### config.mk
export PLATFORM = sky130hd
export DESIGN_NAME = meter_ctrl_flat
export DESIGN_NICKNAME = d
export VERILOG_FILES = /design/src/rtl/meter_ctrl_pkg.sv /design/src/rtl/meter_ctrl_if.sv /design/src/rtl/meter_ctrl_key_filter.sv /design/src/rtl/meter_ctrl.sv /design/src/flat_wrapper.sv
export SDC_FILE = /design/constraint.sdc
export NUM_CORES = 1
export LEC_CHECK = 0
export BUFFER_PORTS_ARGS = -buffer_cell sky130_fd_sc_hd__buf_2
export CAP_MARGIN = 20
export CORE_MARGIN = 2
export CORE_UTILIZATION = 30
export CTS_CLUSTER_SIZE = 24
export DETAILED_ROUTE_END_ITERATION = 8
export RECOVER_POWER = 25
export SETUP_SLACK_MARGIN = 0.2
export SLEW_MARGIN = 40
export SYNTH_ARGS = -nofsm -noshare
export SYNTH_HDL_FRONTEND = slang
export SYNTH_SLANG_ARGS = --single-unit
### constraint.sdc
create_clock -name sys_clk -period 5.9 [get_ports sys_clk]
set_clock_uncertainty 0.1 [all_clocks]
set_input_delay 1.18 -clock sys_clk [delete_from_list [all_inputs] [get_ports sys_clk]]
set_output_delay 1.18 -clock sys_clk [all_outputs]
set_load 0.01 [all_outputs]
### src/rtl/meter_ctrl_pkg.sv
// Shared encodings and counter widths for the taxi-meter mode controller.
// Widths are sized from the production defaults so every counter holds its limit.
package meter_pkg;

   typedef enum logic [1:0] {
      ST_VACANT = 2'b00,
      ST_DRIVE  = 2'b01,
      ST_WAIT   = 2'b10,
      ST_SETTLE = 2'b11
   } state_t;

   typedef enum logic [1:0] {
      DISP_PRICE = 2'b00,
      DISP_DIST  = 2'b01,
      DISP_WAIT  = 2'b10
   } disp_t;

   localparam int CNT_MAX_DEF  = 999_999;
   localparam int IDLE_TMO_DEF = 49_999_999;
   localparam int SEC_MAX_DEF  = 49_999_999;
   localparam int DISP_SEC_DEF = 5;

   localparam int CNT_W  = $clog2(CNT_MAX_DEF + 1);
   localparam int TMO_W  = $clog2(IDLE_TMO_DEF + 1);
   localparam int SEC_W  = $clog2(SEC_MAX_DEF + 1);
   localparam int DISP_W = $clog2(DISP_SEC_DEF + 1);

   function automatic disp_t next_disp(input disp_t cur);
      case (cur)
         DISP_PRICE: next_disp = DISP_DIST;
         DISP_DIST:  next_disp = DISP_WAIT;
         default:    next_disp = DISP_PRICE;
      endcase
   endfunction

endpackage

### src/rtl/meter_ctrl_if.sv
// Control bundle from the mode controller (master) to the fare datapath (slave).
interface meter_ctrl_if;
   import meter_pkg::*;

   logic   dist_pulse;
   logic   wait_tick;
   logic   fare_clr;
   logic   fare_hold;
   disp_t  disp_sel;
   state_t state;
   logic   stat_led;

   modport master (
      output dist_pulse, wait_tick, fare_clr, fare_hold, disp_sel, state, stat_led
   );

   modport slave (
      input dist_pulse, wait_tick, fare_clr, fare_hold, disp_sel, state, stat_led
   );

endinterface

### src/rtl/meter_ctrl_key_filter.sv
// Two-flop synchronizer plus counter debounce for an idle-high push button.
// Emits a single-cycle press on each debounced 1->0 transition; release is silent.
module key_filter
   import meter_pkg::*;
#(
   parameter logic [CNT_W-1:0] CNT_MAX = CNT_W'(CNT_MAX_DEF)
)(
   input  logic clk,
   input  logic rst_n,
   input  logic i_key,
   output logic o_press
);

   logic             r_sync1;
   logic             r_sync2;
   logic             r_stable;
   logic             r_press;
   logic [CNT_W-1:0] r_cnt;
   logic             w_settled;

   assign w_settled = (r_sync2 != r_stable) && (r_cnt == CNT_MAX);

   always_ff @(posedge clk or negedge rst_n) begin
      if (!rst_n) begin
         r_sync1 <= 1'b1;
         r_sync2 <= 1'b1;
      end else begin
         r_sync1 <= i_key;
         r_sync2 <= r_sync1;
      end
   end

   // Any sample that agrees with the stable level restarts the qualification window.
   always_ff @(posedge clk or negedge rst_n) begin
      if (!rst_n) begin
         r_stable <= 1'b1;
         r_cnt    <= '0;
         r_press  <= 1'b0;
      end else begin
         r_press <= w_settled & r_stable;
         if (r_sync2 == r_stable) begin
            r_cnt <= '0;
         end else if (w_settled) begin
            r_stable <= r_sync2;
            r_cnt    <= '0;
         end else begin
            r_cnt <= r_cnt + 1'b1;
         end
      end
   end

   assign o_press = r_press;

endmodule

### src/rtl/meter_ctrl.sv
// Taxi-meter mode controller: trip FSM, wheel-pulse conditioning, wait-second
// ticks and display-source rotation driving the fare datapath.
module meter_ctrl
   import meter_pkg::*;
#(
   parameter logic [CNT_W-1:0]  CNT_MAX  = CNT_W'(CNT_MAX_DEF),
   parameter logic [TMO_W-1:0]  IDLE_TMO = TMO_W'(IDLE_TMO_DEF),
   parameter logic [SEC_W-1:0]  SEC_MAX  = SEC_W'(SEC_MAX_DEF),
   parameter logic [DISP_W-1:0] DISP_SEC = DISP_W'(DISP_SEC_DEF)
)(
   input  logic         sys_clk,
   input  logic         sys_rst_n,
   input  logic         stat_port,
   input  logic         pulse_port,
   meter_ctrl_if.master bus
);

   state_t              r_state;
   state_t              w_next;
   logic                w_press;
   logic                r_psync1;
   logic                r_psync2;
   logic                r_pprev;
   logic                w_pulse_rise;
   logic [TMO_W-1:0]    r_idle;
   logic [SEC_W-1:0]    r_wsec;
   logic [SEC_W-1:0]    r_fsec;
   logic [DISP_W-1:0]   r_disp_cnt;
   disp_t               r_disp;
   logic                r_dist;
   logic                r_wtick;
   logic                r_clr;
   logic                r_hold;
   logic                r_led;
   logic                w_idle_tmo;
   logic                w_sec_tick;
   logic                w_hired_next;

   key_filter #(.CNT_MAX(CNT_MAX)) u_key_filter (
      .clk     (sys_clk),
      .rst_n   (sys_rst_n),
      .i_key   (stat_port),
      .o_press (w_press)
   );

   // Edge-detect flop resets high too, so an idle-low wheel never fakes a rise.
   always_ff @(posedge sys_clk or negedge sys_rst_n) begin
      if (!sys_rst_n) begin
         r_psync1 <= 1'b1;
         r_psync2 <= 1'b1;
         r_pprev  <= 1'b1;
      end else begin
         r_psync1 <= pulse_port;
         r_psync2 <= r_psync1;
         r_pprev  <= r_psync2;
      end
   end

   assign w_pulse_rise = r_psync2 & ~r_pprev;
   assign w_idle_tmo   = (r_state == ST_DRIVE) && (r_idle == IDLE_TMO);
   assign w_sec_tick   = (r_fsec == SEC_MAX);
   assign w_hired_next = (w_next == ST_DRIVE) || (w_next == ST_WAIT);

   always_ff @(posedge sys_clk or negedge sys_rst_n) begin
      if (!sys_rst_n) r_state <= ST_VACANT;
      else            r_state <= w_next;
   end

   // The button outranks every other event in every state.
   always_comb begin
      w_next = r_state;
      case (r_state)
         ST_VACANT: if (w_press) w_next = ST_DRIVE;
         ST_DRIVE: begin
            if (w_press)         w_next = ST_SETTLE;
            else if (w_idle_tmo) w_next = ST_WAIT;
         end
         ST_WAIT: begin
            if (w_press)           w_next = ST_SETTLE;
            else if (w_pulse_rise) w_next = ST_DRIVE;
         end
         ST_SETTLE: if (w_press) w_next = ST_VACANT;
         default:   w_next = ST_VACANT;
      endcase
   end

   always_ff @(posedge sys_clk or negedge sys_rst_n) begin
      if (!sys_rst_n) begin
         r_idle <= '0;
         r_wsec <= '0;
         r_fsec <= '0;
      end else begin
         r_idle <= (r_state == ST_DRIVE && w_next == ST_DRIVE && !w_pulse_rise) ?
                   r_idle + 1'b1 : '0;
         if (r_state == ST_WAIT && w_next == ST_WAIT)
            r_wsec <= (r_wsec == SEC_MAX) ? '0 : r_wsec + 1'b1;
         else
            r_wsec <= '0;
         r_fsec <= w_sec_tick ? '0 : r_fsec + 1'b1;
      end
   end

   always_ff @(posedge sys_clk or negedge sys_rst_n) begin
      if (!sys_rst_n) begin
         r_dist  <= 1'b0;
         r_wtick <= 1'b0;
         r_clr   <= 1'b0;
         r_hold  <= 1'b0;
         r_led   <= 1'b0;
      end else begin
         r_dist  <= w_pulse_rise && (r_state == ST_DRIVE || r_state == ST_WAIT);
         r_wtick <= (r_state == ST_WAIT) && (r_wsec == SEC_MAX);
         r_clr   <= (r_state == ST_VACANT) && (w_next == ST_DRIVE);
         r_hold  <= (w_next == ST_SETTLE);
         case (w_next)
            ST_VACANT: r_led <= 1'b0;
            ST_SETTLE: r_led <= (r_state != ST_SETTLE) ? 1'b1 :
                                (w_sec_tick ? ~r_led : r_led);
            default:   r_led <= 1'b1;
         endcase
      end
   end

   // Unhired states park the display on price so every trip starts there.
   always_ff @(posedge sys_clk or negedge sys_rst_n) begin
      if (!sys_rst_n) begin
         r_disp     <= DISP_PRICE;
         r_disp_cnt <= '0;
      end else if (w_hired_next) begin
         if (w_sec_tick) begin
            if (r_disp_cnt == DISP_SEC - 1'b1) begin
               r_disp     <= next_disp(r_disp);
               r_disp_cnt <= '0;
            end else begin
               r_disp_cnt <= r_disp_cnt + 1'b1;
            end
         end
      end else begin
         r_disp     <= DISP_PRICE;
         r_disp_cnt <= '0;
      end
   end

   assign bus.dist_pulse = r_dist;
   assign bus.wait_tick  = r_wtick;
   assign bus.fare_clr   = r_clr;
   assign bus.fare_hold  = r_hold;
   assign bus.disp_sel   = r_disp;
   assign bus.state      = r_state;
   assign bus.stat_led   = r_led;

endmodule

### src/flat_wrapper.sv
// flat-port wrapper written by rule: the top's interface ports become plain ports
module meter_ctrl_flat import meter_pkg::*;
#(
   parameter logic [CNT_W-1:0]  CNT_MAX  = CNT_W'(CNT_MAX_DEF),
   parameter logic [TMO_W-1:0]  IDLE_TMO = TMO_W'(IDLE_TMO_DEF),
   parameter logic [SEC_W-1:0]  SEC_MAX  = SEC_W'(SEC_MAX_DEF),
   parameter logic [DISP_W-1:0] DISP_SEC = DISP_W'(DISP_SEC_DEF)
)
  (sys_clk, sys_rst_n, stat_port, pulse_port, bus_dist_pulse, bus_wait_tick, bus_fare_clr, bus_fare_hold, bus_disp_sel, bus_state, bus_stat_led);
  meter_ctrl_if bus_i ();
  input  logic sys_clk;
  input  logic sys_rst_n;
  input  logic stat_port;
  input  logic pulse_port;
  output wire logic [$bits(bus_i.dist_pulse)-1:0] bus_dist_pulse;
  output wire logic [$bits(bus_i.wait_tick)-1:0] bus_wait_tick;
  output wire logic [$bits(bus_i.fare_clr)-1:0] bus_fare_clr;
  output wire logic [$bits(bus_i.fare_hold)-1:0] bus_fare_hold;
  output wire logic [$bits(bus_i.disp_sel)-1:0] bus_disp_sel;
  output wire logic [$bits(bus_i.state)-1:0] bus_state;
  output wire logic [$bits(bus_i.stat_led)-1:0] bus_stat_led;
  assign bus_dist_pulse = bus_i.dist_pulse;
  assign bus_wait_tick = bus_i.wait_tick;
  assign bus_fare_clr = bus_i.fare_clr;
  assign bus_fare_hold = bus_i.fare_hold;
  assign bus_disp_sel = bus_i.disp_sel;
  assign bus_state = bus_i.state;
  assign bus_stat_led = bus_i.stat_led;
  meter_ctrl #(.CNT_MAX(CNT_MAX), .IDLE_TMO(IDLE_TMO), .SEC_MAX(SEC_MAX), .DISP_SEC(DISP_SEC)) u_core (.sys_clk(sys_clk), .sys_rst_n(sys_rst_n), .stat_port(stat_port), .pulse_port(pulse_port), .bus(bus_i));
endmodule
==> summary.md <==
| Metric | Value |
|---|---|
| Crit path DAT | 3.36 ns |
| Synthesized flop and latch total | about 120 |
| Chip Height | about 150 um |
| DP Area | 0.00633 mm^2 |
| Total gr overflow | 0 |
| Layout cells sized above 1 | 9.40% |
| Final Cell Area | 0.00696 mm^2 |
| Max cap viols | 0 |
| Hold Fails Final Rpt | 0 |
| EDFF count, synth | 0 |
| Count of final setup violators | 0 |
| Reg clk slew, reported paths | around 0.060 ns |
| Relative slew slack | 53.7% |
| Crit. End Element | flip-flop |
| Peak supply drop | between 0.15 and 0.2 mV |
| H-tree levels | 4 |
| Largest family of logic cells by synthesized area | simple AND/OR/NAND/NOR gates |
| Post-synth ARST share | 100% |
| Ant. Diodes | 0 |
| Min-Delay Path Class | flip-flop to flip-flop |
| # clock sinks | ~120 |
| Slowest cell on crit path | or4_1 |
| Period minus WS final | between 3 and 4 ns |
| Synth Warn # | 0 |
| Routability cong. | 0.840 |
| Syn_area_per_cell | slightly below 10 um^2 |
| Slew Viols, Final | 0 |
| Routed WL per cell | 13.9 um |
| Net count, final | 644 |
| Initial DRC count | roughly 320 |
| Compound-Gate Fraction of Synth Area | 10.6% |
| Post-DP HPWL | 8370 um |
| Clk root buf | clkbuf_16 |
| IO Port Bufs | 12 |
| RSZ-0062 raised after global routing | false |
| DRC Markers | 0 |
| DR vias/cell | 5.10 |
| Mux cell area share after synthesis | less than 1% |
| Post-synth cell types | 46 |
| Worst EP required | 6.16 ns |
| CP delay by family, top | simple AND/OR/NAND/NOR gates |
| Synthesized cell area | about 0.006 mm^2 |
| Post-Synth Adder-Cell Area | under 10% |
| Worst skew pair latency | between 0.4 and 0.5 ns |
| Cts bufs inserted | 17 |
| Worst path cell trace | inv_1 -> ha_1 -> a32oi_1 -> o22a_1 -> a21oi_1 -> ha_1 -> nand2_1 -> or2_2 -> or4_1 -> nand2_1 |
| IO Pins | 13 |
| DR vias | 4602 |
| Max Buffers Root-to-Sink | 2 |
| Worst-path maximum fanout | 25 |
| Vias in the first global route | 4440 |
| Syn_nets | 629 |
| Slowest stage delay, CP | approximately 0.56 ns |
| Post-Synthesis Cells | a little over 600 |
| First-pass GRT wire length | around 22000 um |
| Ys flop type | dfrtp_1 |
| TritonCTS clock tree | yes |
| Rows | 51 |
| Antenna violations before repair | 0 |
| Sequential fraction of the synthesis area | between 40% and 50% |
| Worst path buffer plus inverter count | 1 |
| Crit path kind | flip-flop to flip-flop |
| Status | complete, no violations |
| Largest net degree at the start of global routing | 75 |
| Simple-gate share of the synthesized area | ~27% |
| Die X | ~150 um |
| Layout area overhead | 16.3% |
| XOR/XNOR share of the synthesized area | roughly 7.5% |
| Antenna-violating nets left | 0 |
| Final wirelength | between 10000 and 15000 um |
| Post-CTS Setup Bufs | 0 |
| Initial Utilization | 30.6% |
| Max Clock Freq | roughly 320 MHz |
| Die Area | 0.0211 mm^2 |
| Number of gates resized after cts | 0 |
| Final period util | 52.5% |
| # fillers | 1996 |
| P_leak | 2.69 nW |
| Core Box Area | 0.0195 mm^2 |
| Slew @ Worst Pin | between 0.6 and 0.7 ns |
| Drt pass-1 iters | 4 |
| Setup TNS | 0 ns |
| Critical path launch point type | flip-flop |
| Total track usage | 12.7% |
| CTS Hold Bufs | 0 |
| PwrDens | about 280 mW/mm^2 |
-- layer usage --
metal | GRT usage [%] | up-vias | routed length (um)
met5 | 0 | - | 0
met4 | 4.46 | 0 | 181
met3 | 3.62 | 16 | 363
met2 | 19.0 | 57 | 5690
met1 | 17.5 | 2234 | 6350
li1 | - | 2295 | -
-- logic make-up after synthesis --
family | after synthesis
muxes | 1
and+or+nand+nor | 291
AOI/OAI and AO/OA | 100
DFF | 117
buffers and inverters | 35
xor gates and xnor gates | 51
adders and majority gates | 15
-- power breakdown --
part           total [mW]  internal (mW)  switching, mW
clock                1.11          0.721          0.393
sequential          0.810          0.808        0.00226
combinational      0.0238        0.00399         0.0198
-- final cells by class --
type	instances	area (um^2)	share of cell area (%)
tap	265	332	4.77
sequential	117	2940	42.2
timing repair buffer	17	106	1.53
clock buffer	18	439	6.31
clock inverter	14	199	2.86
inverter	14	52.6	0.755
multi-input combinational	458	2890	41.6
-- cell usage in the layout, fill, tap and decap left out, drive strengths merged, types with 5 or more instances in the layout --
cell type and count:
buf 16, nor4 8, nand3 36, dfrtp 111
ha 15, nand4 32, and4 14, dfstp 6
xor2 32, clkbuf 19, or4 25, or3 17
nand2 45, nor3 14, inv 17, and3 11
o31ai 21, and2 11, o21ai 16, nor2 56
nand4b 6, o41ai 8, a21oi 45, nor2b 5
xnor2 19
-- worst paths after layout --
kind	start	to	slack [ns]	cells after the start
setup / recovery	u_core.bus.state[0]$_DFF_PN0_	u_core.r_idle[17]$_DFF_PN0_	2.80	10
hold / removal	u_core.u_key_filter.r_sync1$_DFF_PN1_	u_core.u_key_filter.r_sync2$_DFF_PN1_	0.25	0
setup reg to reg	u_core.bus.state[0]$_DFF_PN0_	u_core.r_idle[17]$_DFF_PN0_	2.80	10
hold reg to reg	u_core.u_key_filter.r_sync1$_DFF_PN1_	u_core.u_key_filter.r_sync2$_DFF_PN1_	0.25	0
max in group asynchronous	sys_rst_n	u_core.u_key_filter.r_cnt[15]$_DFF_PN0_	4.01	2
min in group asynchronous	sys_rst_n	u_core.r_idle[21]$_DFF_PN0_	0.67	1
-- cells in the mapped netlist, types with 2 or more instances --
cell	instances	area, um^2
or2_2	2	12.5
nor2_1	56	210
dfrtp_1	111	2780
a21oi_1	45	225
or4_1	24	180
xor2_1	32	280
and3_1	11	68.8
o41ai_1	8	70.1
clkbuf_1	15	56.3
xnor2_1	19	166
and2_1	11	68.8
nand4b_1	6	52.6
nand3_1	36	180
buf_4	3	22.5
dfstp_2	6	158
nor3_1	14	70.1
nand2_1	45	169
and4_1	14	123
nor4_1	8	50.1
inv_1	14	52.6
o31ai_1	21	158
o21ai_0	16	80.1
nand2b_1	2	12.5
nor2b_1	5	31.3
buf_2	2	10.0
o211ai_1	3	22.5
ha_1	15	188
nor4b_1	2	17.5
or3_1	17	106
nand4_1	31	194
-- sequential cells by signal, indices dropped and copies added, names as in the netlist, 2 cells and up --
name and flops:
u_core.bus.state 2, u_core.r_disp_cnt 3, u_core.u_key_filter.r_cnt 20, u_core.r_wsec 26
u_core.bus.disp_sel 2, u_core.r_idle 26, u_core.r_fsec 26
-- through the flow --
stage / total power, mW / instances / setup slack (ns) / hold WS [ns] / utilization (%)
global placement: 0.849 / 869 / 2.93 / 0.246 / 32.3
detailed placement: 0.850 / 871 / 2.85 / 0.247 / 32.4
global route: 2.02 / 903 / 2.63 / 0.257 / 35.6
floorplan: 0.829 / 610 / 3.14 / 0.245 / -
CTS: 1.97 / 903 / 2.79 / 0.256 / 35.7
finish: 1.95 / 903 / 2.80 / 0.255 / 35.6
Power figures use the tool's default switching activity.
